$ cat config.mk
export PLATFORM = sky130hd
export DESIGN_NAME = deserializer_flat
export DESIGN_NICKNAME = d
export VERILOG_FILES = /design/src/rtl/deserializer_if.sv /design/src/rtl/deserializer.sv /design/src/flat_wrapper.sv
export SDC_FILE = /design/constraint.sdc
export NUM_CORES = 1
export LEC_CHECK = 0
export ABC_CLOCK_PERIOD_IN_PS = 4800
export CAP_MARGIN = 15
export CORE_AREA = 3 3 147 149
export CTS_CLUSTER_DIAMETER = 200
export DETAILED_ROUTE_END_ITERATION = 8
export DIE_AREA = 0 0 150 152
export PLACE_DENSITY = 0.84
export SYNTH_ARGS = -nofsm -noshare
export SYNTH_HDL_FRONTEND = slang
export SYNTH_SLANG_ARGS = --single-unit
$ cat constraint.sdc
create_clock -name clk_i -period 4.8 [get_ports clk_i]
set_clock_uncertainty 0.05 [all_clocks]
set_input_delay 1.44 -clock clk_i [delete_from_list [all_inputs] [get_ports clk_i]]
set_output_delay 1.44 -clock clk_i [all_outputs]
set_load 0.01 [all_outputs]
$ cat src/rtl/deserializer_if.sv
// Chunk-in / word-out handshake bundle between a byte source, the deserializer
// and its wide-word consumer.
interface deserializer_if #(
    parameter int INWIDTH  = 8,
    parameter int OUTWIDTH = 256
);
    localparam int N  = OUTWIDTH / INWIDTH;
    localparam int LW = $clog2(N) + 1;

    logic [INWIDTH-1:0]  in_data;
    logic                in_valid;
    logic                in_last;
    logic                in_ready;
    logic [OUTWIDTH-1:0] out_data;
    logic [LW-1:0]       out_len;
    logic                out_last;
    logic                out_valid;
    logic                out_ready;

    modport master (
        output in_data, in_valid, in_last, out_ready,
        input  in_ready, out_data, out_len, out_last, out_valid
    );

    modport slave (
        input  in_data, in_valid, in_last, out_ready,
        output in_ready, out_data, out_len, out_last, out_valid
    );
endinterface

$ cat src/rtl/deserializer.sv
// Packs an LSB-first chunk stream into one wide word plus a valid-chunk count.
//   state | meaning
//   FILL  | accepting chunks into the buffer, no word offered
//   HOLD  | word offered downstream, input stalled until taken
module deserializer #(
    parameter int INWIDTH  = 8,
    parameter int OUTWIDTH = 256
) (
    input  logic            clk_i,
    input  logic            reset_i,
    deserializer_if.slave   bus
);
    localparam int N  = OUTWIDTH / INWIDTH;
    localparam int LW = $clog2(N) + 1;

    typedef enum logic {FILL, HOLD} state_t;

    state_t              state_q, state_d;
    logic [LW-1:0]       count_q, count_d;
    logic [OUTWIDTH-1:0] buf_q,   buf_d;
    logic [LW-1:0]       len_q,   len_d;
    logic                last_q,  last_d;

    always_ff @(posedge clk_i) begin
        if (reset_i) begin
            state_q <= FILL;
            count_q <= '0;
            buf_q   <= '0;
            len_q   <= '0;
            last_q  <= 1'b0;
        end else begin
            state_q <= state_d;
            count_q <= count_d;
            buf_q   <= buf_d;
            len_q   <= len_d;
            last_q  <= last_d;
        end
    end

    always_comb begin
        state_d = state_q;
        count_d = count_q;
        buf_d   = buf_q;
        len_d   = len_q;
        last_d  = last_q;
        unique case (state_q)
            FILL: begin
                if (bus.in_valid) begin
                    for (int i = 0; i < N; i++) begin
                        if (count_q == LW'(i)) buf_d[i*INWIDTH +: INWIDTH] = bus.in_data;
                    end
                    count_d = count_q + LW'(1);
                    // A full buffer closes the word even without in_last.
                    if (count_q == LW'(N-1) || bus.in_last) begin
                        state_d = HOLD;
                        len_d   = count_q + LW'(1);
                        last_d  = bus.in_last;
                    end
                end
            end
            HOLD: begin
                if (bus.out_ready) begin
                    state_d = FILL;
                    count_d = '0;
                    buf_d   = '0;
                    len_d   = '0;
                    last_d  = 1'b0;
                end
            end
            default: state_d = FILL;
        endcase
    end

    always_comb begin
        bus.in_ready  = (state_q == FILL);
        bus.out_valid = (state_q == HOLD);
        bus.out_data  = buf_q;
        bus.out_len   = len_q;
        bus.out_last  = last_q;
    end
endmodule
$ cat src/flat_wrapper.sv
// flat-port wrapper written by rule: the top's interface ports become plain ports
module deserializer_flat 
#(
    parameter int INWIDTH  = 8,
    parameter int OUTWIDTH = 256
)
  (clk_i, reset_i, bus_in_data, bus_in_valid, bus_in_last, bus_out_ready, bus_in_ready, bus_out_data, bus_out_len, bus_out_last, bus_out_valid);
  deserializer_if #(.INWIDTH(INWIDTH), .OUTWIDTH(OUTWIDTH)) bus_i ();
  input  logic clk_i;
  input  logic reset_i;
  input wire logic [$bits(bus_i.in_data)-1:0] bus_in_data;
  input wire logic [$bits(bus_i.in_valid)-1:0] bus_in_valid;
  input wire logic [$bits(bus_i.in_last)-1:0] bus_in_last;
  input wire logic [$bits(bus_i.out_ready)-1:0] bus_out_ready;
  output wire logic [$bits(bus_i.in_ready)-1:0] bus_in_ready;
  output wire logic [$bits(bus_i.out_data)-1:0] bus_out_data;
  output wire logic [$bits(bus_i.out_len)-1:0] bus_out_len;
  output wire logic [$bits(bus_i.out_last)-1:0] bus_out_last;
  output wire logic [$bits(bus_i.out_valid)-1:0] bus_out_valid;
  assign bus_i.in_data = bus_in_data;
  assign bus_i.in_valid = bus_in_valid;
  assign bus_i.in_last = bus_in_last;
  assign bus_i.out_ready = bus_out_ready;
  assign bus_in_ready = bus_i.in_ready;
  assign bus_out_data = bus_i.out_data;
  assign bus_out_len = bus_i.out_len;
  assign bus_out_last = bus_i.out_last;
  assign bus_out_valid = bus_i.out_valid;
  deserializer #(.INWIDTH(INWIDTH), .OUTWIDTH(OUTWIDTH)) u_core (.clk_i(clk_i), .reset_i(reset_i), .bus(bus_i));
endmodule
# --- Yosys cells after proc, flatten, opt, wreduce, memory -nomap -nowiden ---
# Index checks and enable logic that the tools add are counted.
word_totals:
  word_cells: 189
  ramBits: 0
  romBits: 0
  latch_bits: 0
  input_bits: 13
  output_inout_bits: 265
  reg_bits: 270
  n_memories: 0
op_classes:
  n_reduce_logical: 36
  eq_ne: 66
  mul: 0
  bitwise: 1
  div: 0
  order_cmp: 0
  mux: 49
  addsub: 1
  shifts: 0
op_table:
  columns: ["cell", "count"]
  rows:
  - ["2-to-1 mux 256 bit", 2]
  - ["case mux 256 bit (2 select lines)", 1]
  - ["2-to-1 mux 8 bit", 32]
  - ["AND reduction 3 bit", 33]
  - ["== test 6 x 5 -> 1 bit, second input constant", 16]
  - ["inequality test 2 x 1 -> 1 bit, second input constant", 33]
  - ["== test 6 x 4 -> 1 bit, second input constant", 8]
  - ["== test 6 x 3 -> 1 bit, second input constant", 4]
  - ["2-to-1 mux 6 bit", 4]
  - ["case mux 6 bit (2 select lines)", 2]
  - ["== test 6 x 2 -> 1 bit, second input constant", 2]
  - ["adder 6 x 1 -> 6 bit, second input constant", 1]
  - ["== test 6 x 1 -> 1 bit, second input constant", 1]
  - ["logical NOT 6 bit", 1]
  - ["2-to-1 mux 1 bit", 6]
  - ["inequality test 2 bit, second input constant", 2]
  - ["case mux 1 bit (2 select lines)", 2]
  - ["AND reduction 2 bit", 1]
  - ["logical OR 1 bit", 1]
  - ["inverter 1 bit", 1]

# --- Longest topological paths before layout ---
logic_depth:
  ltp_word: 5
  mapped_depth: 7
  mapped_depth_nobuf: 6

# --- Worst setup path after synthesis ---
# OpenSTA, ideal clock, no wires.
synth_timing:
  path_kind: "input to register"
  startpoint: "in bus_in_valid"
  endpoint: "reg u_core.buf_q[144] (netlist: u_core.bus.out_data[144])"
  t_arrival_ns: 2.558
  n_path_buf: 1
  setup_slack_ns: 2.122
  cell_stages: 5
  required_time_ns: 4.680
  setup_time_ns: 0.070
  cell_sequence: "buf_2 > nand3b_2 > nor3_4 > nand2_1 > a21oi_1"
synth_between:
  elab_chain_cells: 2
synth_lines:
  columns: ["element", "line_no", "rtl"]
  rows:
  - ["start: declaration", "flat_wrapper.sv:12", "input wire logic [$bits(bus_i.in_valid)-1:0] bus_in_valid;"]
  - ["inequality test 2 bit (no source line)", null, null]
  - ["AND reduction 3 bit (no source line)", null, null]
  - ["end signal: assignment", "deserializer.sv:34", "buf_q <= buf_d;"]
  - ["end: declaration", "deserializer.sv:20", "logic [OUTWIDTH-1:0] buf_q, buf_d;"]
# No other way between the ends.
# A chain may end at the register's enable or synchronous reset.

# --- Worst setup path in the final report ---
layout_timing:
  startpoint: "reg u_core.state_q (netlist: u_core.bus.out_valid)"
  endpoint: "out bus_in_ready"
layout_between:
  elab_chain_cells: 1
layout_lines:
  columns: ["element", "line_no", "rtl"]
  rows:
  - ["start: declaration", "deserializer.sv:18", "state_t state_q, state_d;"]
  - ["start signal: assignment", "deserializer.sv:32", "state_q <= state_d;"]
  - ["inverter 1 bit", "deserializer.sv:75", "bus.in_ready = (state_q == FILL);"]
  - ["end: declaration", "flat_wrapper.sv:15", "output wire logic [$bits(bus_i.in_ready)-1:0] bus_in_ready;"]
# No other way between the ends.

==> summary.md <==
| Metric | Value |
|---|---|
| Final WL | roughly 35000 um |
| Reg2reg start | u_core.count_q[4] |
| FP Rows | 52 |
| Via density | 5.86 |
| WL/cell | roughly 20 um |
| Reg2reg setup slack | between 2 and 2.5 ns |
| Crit Path Class | reg -> out |
| Ys async rst share | 0% |
| CTS tree | yes |
| Fmax | around 0.3 GHz |
| Fin crit share | approximately 71% |
| First-pass GRT wire length | approximately 54000 um |
| Fillers | ~1.6k |
| Seq. cell area | roughly 0.0054 mm^2 |
| Synth cell types | 39 |
| Final weighted congestion in routability-driven placement | approximately 0.83 |
| Post-synth top flop | dfxtp_1 |
| Min-Delay Path Class | reg -> reg |
| Final cell count without fillers | approximately 1.8k |
| Outcome | finished clean |
| Wl on met1 | between 10000 and 15000 um |
| Post-CTS setup buffers | 0 |
| Cts hold-fix bufs | 0 |
| Cts repair resizes | 0 |
| Avg Cell Area, Syn | 8.19 um^2 |
| Fin crit period | 3.41 ns |
| Port-buffer cells | between 200 and 300 |
| Area occupied by multi-input gates | around 0.0047 mm^2 |
| Pleak | 4.48 nW |
| Die ar. | 0.0228 mm^2 |
| Max-cap violations | 0 |
| RR Endpoint | u_core.bus.out_data[96] |
| WL met2 | ~17000 um |
| Worst setup EP type | output port |
| Ports | between 200 and 300 |
| Flop and latch count out of synthesis | 270 |
| RSZ-0062 raised after global routing | no |
| DRC viols | 0 |
| Share of layout cells above drive strength 1 | 6.20% |
| Total clock buffers created by CTS | 27 |
| Area growth syn-to-layout | 34.5% |
| Startpoint Class | flip-flop |
| Cell Area, Synth | around 0.011 mm^2 |
| H-tree Lvls | 1 |
| Critical path peak fanout | 22 |
| Crit path largest cell delay | slightly above 0.5 ns |
| Gr usage total | between 20% and 30% |
| Simple-Gate Fraction of Synth Area | 29.6% |
| Die W | around 150 um |
| Ant diodes | 0 |
| Slowest CP cell | clkdlybuf4s50_1 |
| Hpwl dp | about 22000 um |
| Post-synthesis compound-gate area fraction | 13.0% |
| Worst-Margin Slew | about 1.1 ns |
| Crit path DAT | approximately 1.9 ns |
| Critical path, cell by cell | buf_4 -> inv_1 -> clkdlybuf4s50_1 |
| Largest net degree at the start of global routing | ~140 |
| Multiplexer share of the synthesized area | less than 1% |
| Fin nets | 1515 |
| Largest family of logic cells by synthesized area | simple AND/OR/NAND/NOR gates |
| VDD IR max | between 0.0002 and 0.0003 V |
| Final setup viols | 0 |
| WL met3 | ~3100 um |
| Clock-pin transition on the worst setup and hold timing paths | roughly 0.060 ns |
| Initial antenna violation count | 0 |
| Sink Count | 270 |
| Routed vias | between 10k and 15k |
| Sequential share of the synthesized area | 51.1% |
| Placeable Area | between 0.02 and 0.025 mm^2 |
| XOR/XNOR share of the synthesized area | less than 1% |
| Die span in y | roughly 150 um |
| CTS max path bufs | 3 |
| Worst-skew pair later-pin latency | approximately 0.52 ns |
| Final hold violations | 0 |
| Ys Warns | 0 |
| WP data required | approximately 3.3 ns |
| P per Cell Area | 321 mW/mm^2 |
| Placed cells | approximately 1.7k |
| First drt pass iteration count | 6 |
| CP endpoint | bus_in_ready |
| Finished Cell Area | roughly 0.014 mm^2 |
| Number of global-route vias before repair | roughly 9.9k |
| Reg2reg path depth | 4 |
| Syn Inst Count | between 1k and 1.5k |
| Final Util | a little over two thirds |
| Syn nets | roughly 1.3k |
| DP Area | between 0.01 and 0.015 mm^2 |
| Top Layer Used | met4 |
| Root buffer cell | clkbuf_16 |
| Slew Limit Fails | 0 |
| Remaining global-route overflow | 0 |
| DRT iter0 DRCs | slightly below 900 |
| Synth Area in Adders | 0.473% |
| Slew headroom | roughly a quarter |
| Setup crit start | u_core.bus.out_valid |
| Worst hold margin | roughly 0.41 ns |
| DRT antenna net count | 0 |
| Fin Setup TNS | 0 ns |
| Post-synth EDFFs | 0 |
| Initial Util | between 50% and 60% |
==> worst min path at each step <==
stage                                   startpoint                  endpoint  slack, ns  depth (start not counted)
final                     u_core.bus.out_data[101]  u_core.bus.out_data[101]       0.41                          2
after global routing       u_core.bus.out_data[73]   u_core.bus.out_data[73]       0.44                          2
after CTS                 u_core.bus.out_data[124]  u_core.bus.out_data[124]       0.42                          2
after detailed placement   u_core.bus.out_data[37]   u_core.bus.out_data[37]       0.41                          2
after global placement    u_core.bus.out_data[105]  u_core.bus.out_data[105]       0.40                          2
after floorplan              u_core.bus.out_len[2]     u_core.bus.out_len[2]       0.44                          2
==> cell type report <==
cell class	instances	area share (%)
flip-flops and latches	270	38.0
multi-input cells	907	33.1
repair buffers	289	20.4
clock buffers	40	5.59
well taps	270	2.38
clock inverters	7	0.422
inverters	3	0.0792
==> power breakdown <==
part / internal, mW / switching [mW] / leakage [nW]
combinational: 0.0681 / 0.193 / 1.88
sequential: 2.25 / 0.0110 / 2.18
clock: 1.19 / 0.852 / 0.428
total: 3.51 / 1.06 / 4.48
==> per-stage QoR <==
step / power, mW / worst slack (ns)
2_1_floorplan: 2.47 / 2.12
3_3_place_gp: 2.57 / 1.13
3_5_place_dp: 2.57 / 1.04
4_1_cts: 4.58 / 1.38
5_1_grt: 4.68 / 1.32
6_report: 4.57 / 1.39
==> critical path: cells and delay by family, from the launching register on <==
family | cells | cell delay [ns]
buf+inv | 3 | 0.97
flops | 1 | 0.42
==> per-layer routing <==
metal | up-vias | global-route usage [%]
met2 | 540 | 47.2
met5 | - | 0
met3 | 104 | 5.57
met1 | 4960 | 37.6
met4 | 0 | 14.1
li1 | 4865 | -
==> registers in the layout (all words and copies together), names as in the netlist <==
signal and flops:
u_core.bus.out_data 256, u_core.bus.out_len 6, u_core.count_q 6, u_core.bus.out_last 1
u_core.bus.out_valid 1
==> Yosys cell counts, drive strengths merged (3+ instances only) <==
| cell | instances | area, um^2 |
|---|---|---|
| nor3 | 31 | 384 |
| ha | 4 | 50.1 |
| and3b | 3 | 26.3 |
| buf | 47 | 248 |
| inv | 3 | 11.3 |
| nand3 | 283 | 1420 |
| or3 | 12 | 75.1 |
| mux2i | 8 | 80.1 |
| nor2 | 10 | 37.5 |
| and2b | 4 | 30.0 |
| a21oi | 259 | 1300 |
| nand2b | 6 | 37.5 |
| dfxtp | 270 | 5410 |
| clkbuf | 64 | 241 |
| nand2 | 255 | 960 |
| nor2b | 9 | 56.3 |
| nand3b | 6 | 73.8 |
==> cells in the final DEF, fill, tap and decap left out, drive strengths merged, types with 8 or more instances in the layout <==
cell type      netlist  routed
nor2b                9       9
clkdlybuf4s50        0     276
a21oi              259     259
buf                 47      12
nand2              255     255
clkbuf              64      41
dfxtp              270     270
nor2                10      10
mux2i                8       8
or3                 12      12
nand3              283     283
nor3                31      31
==> cell families after synthesis <==
logic type	after synthesis
buffers and inverters	114
DFF	270
and+or+nand+nor	624
muxes	8
xor gates and xnor gates	4
adders and majority gates	4
AOI/OAI and AO/OA	267
(Power assumes the default switching activity.)
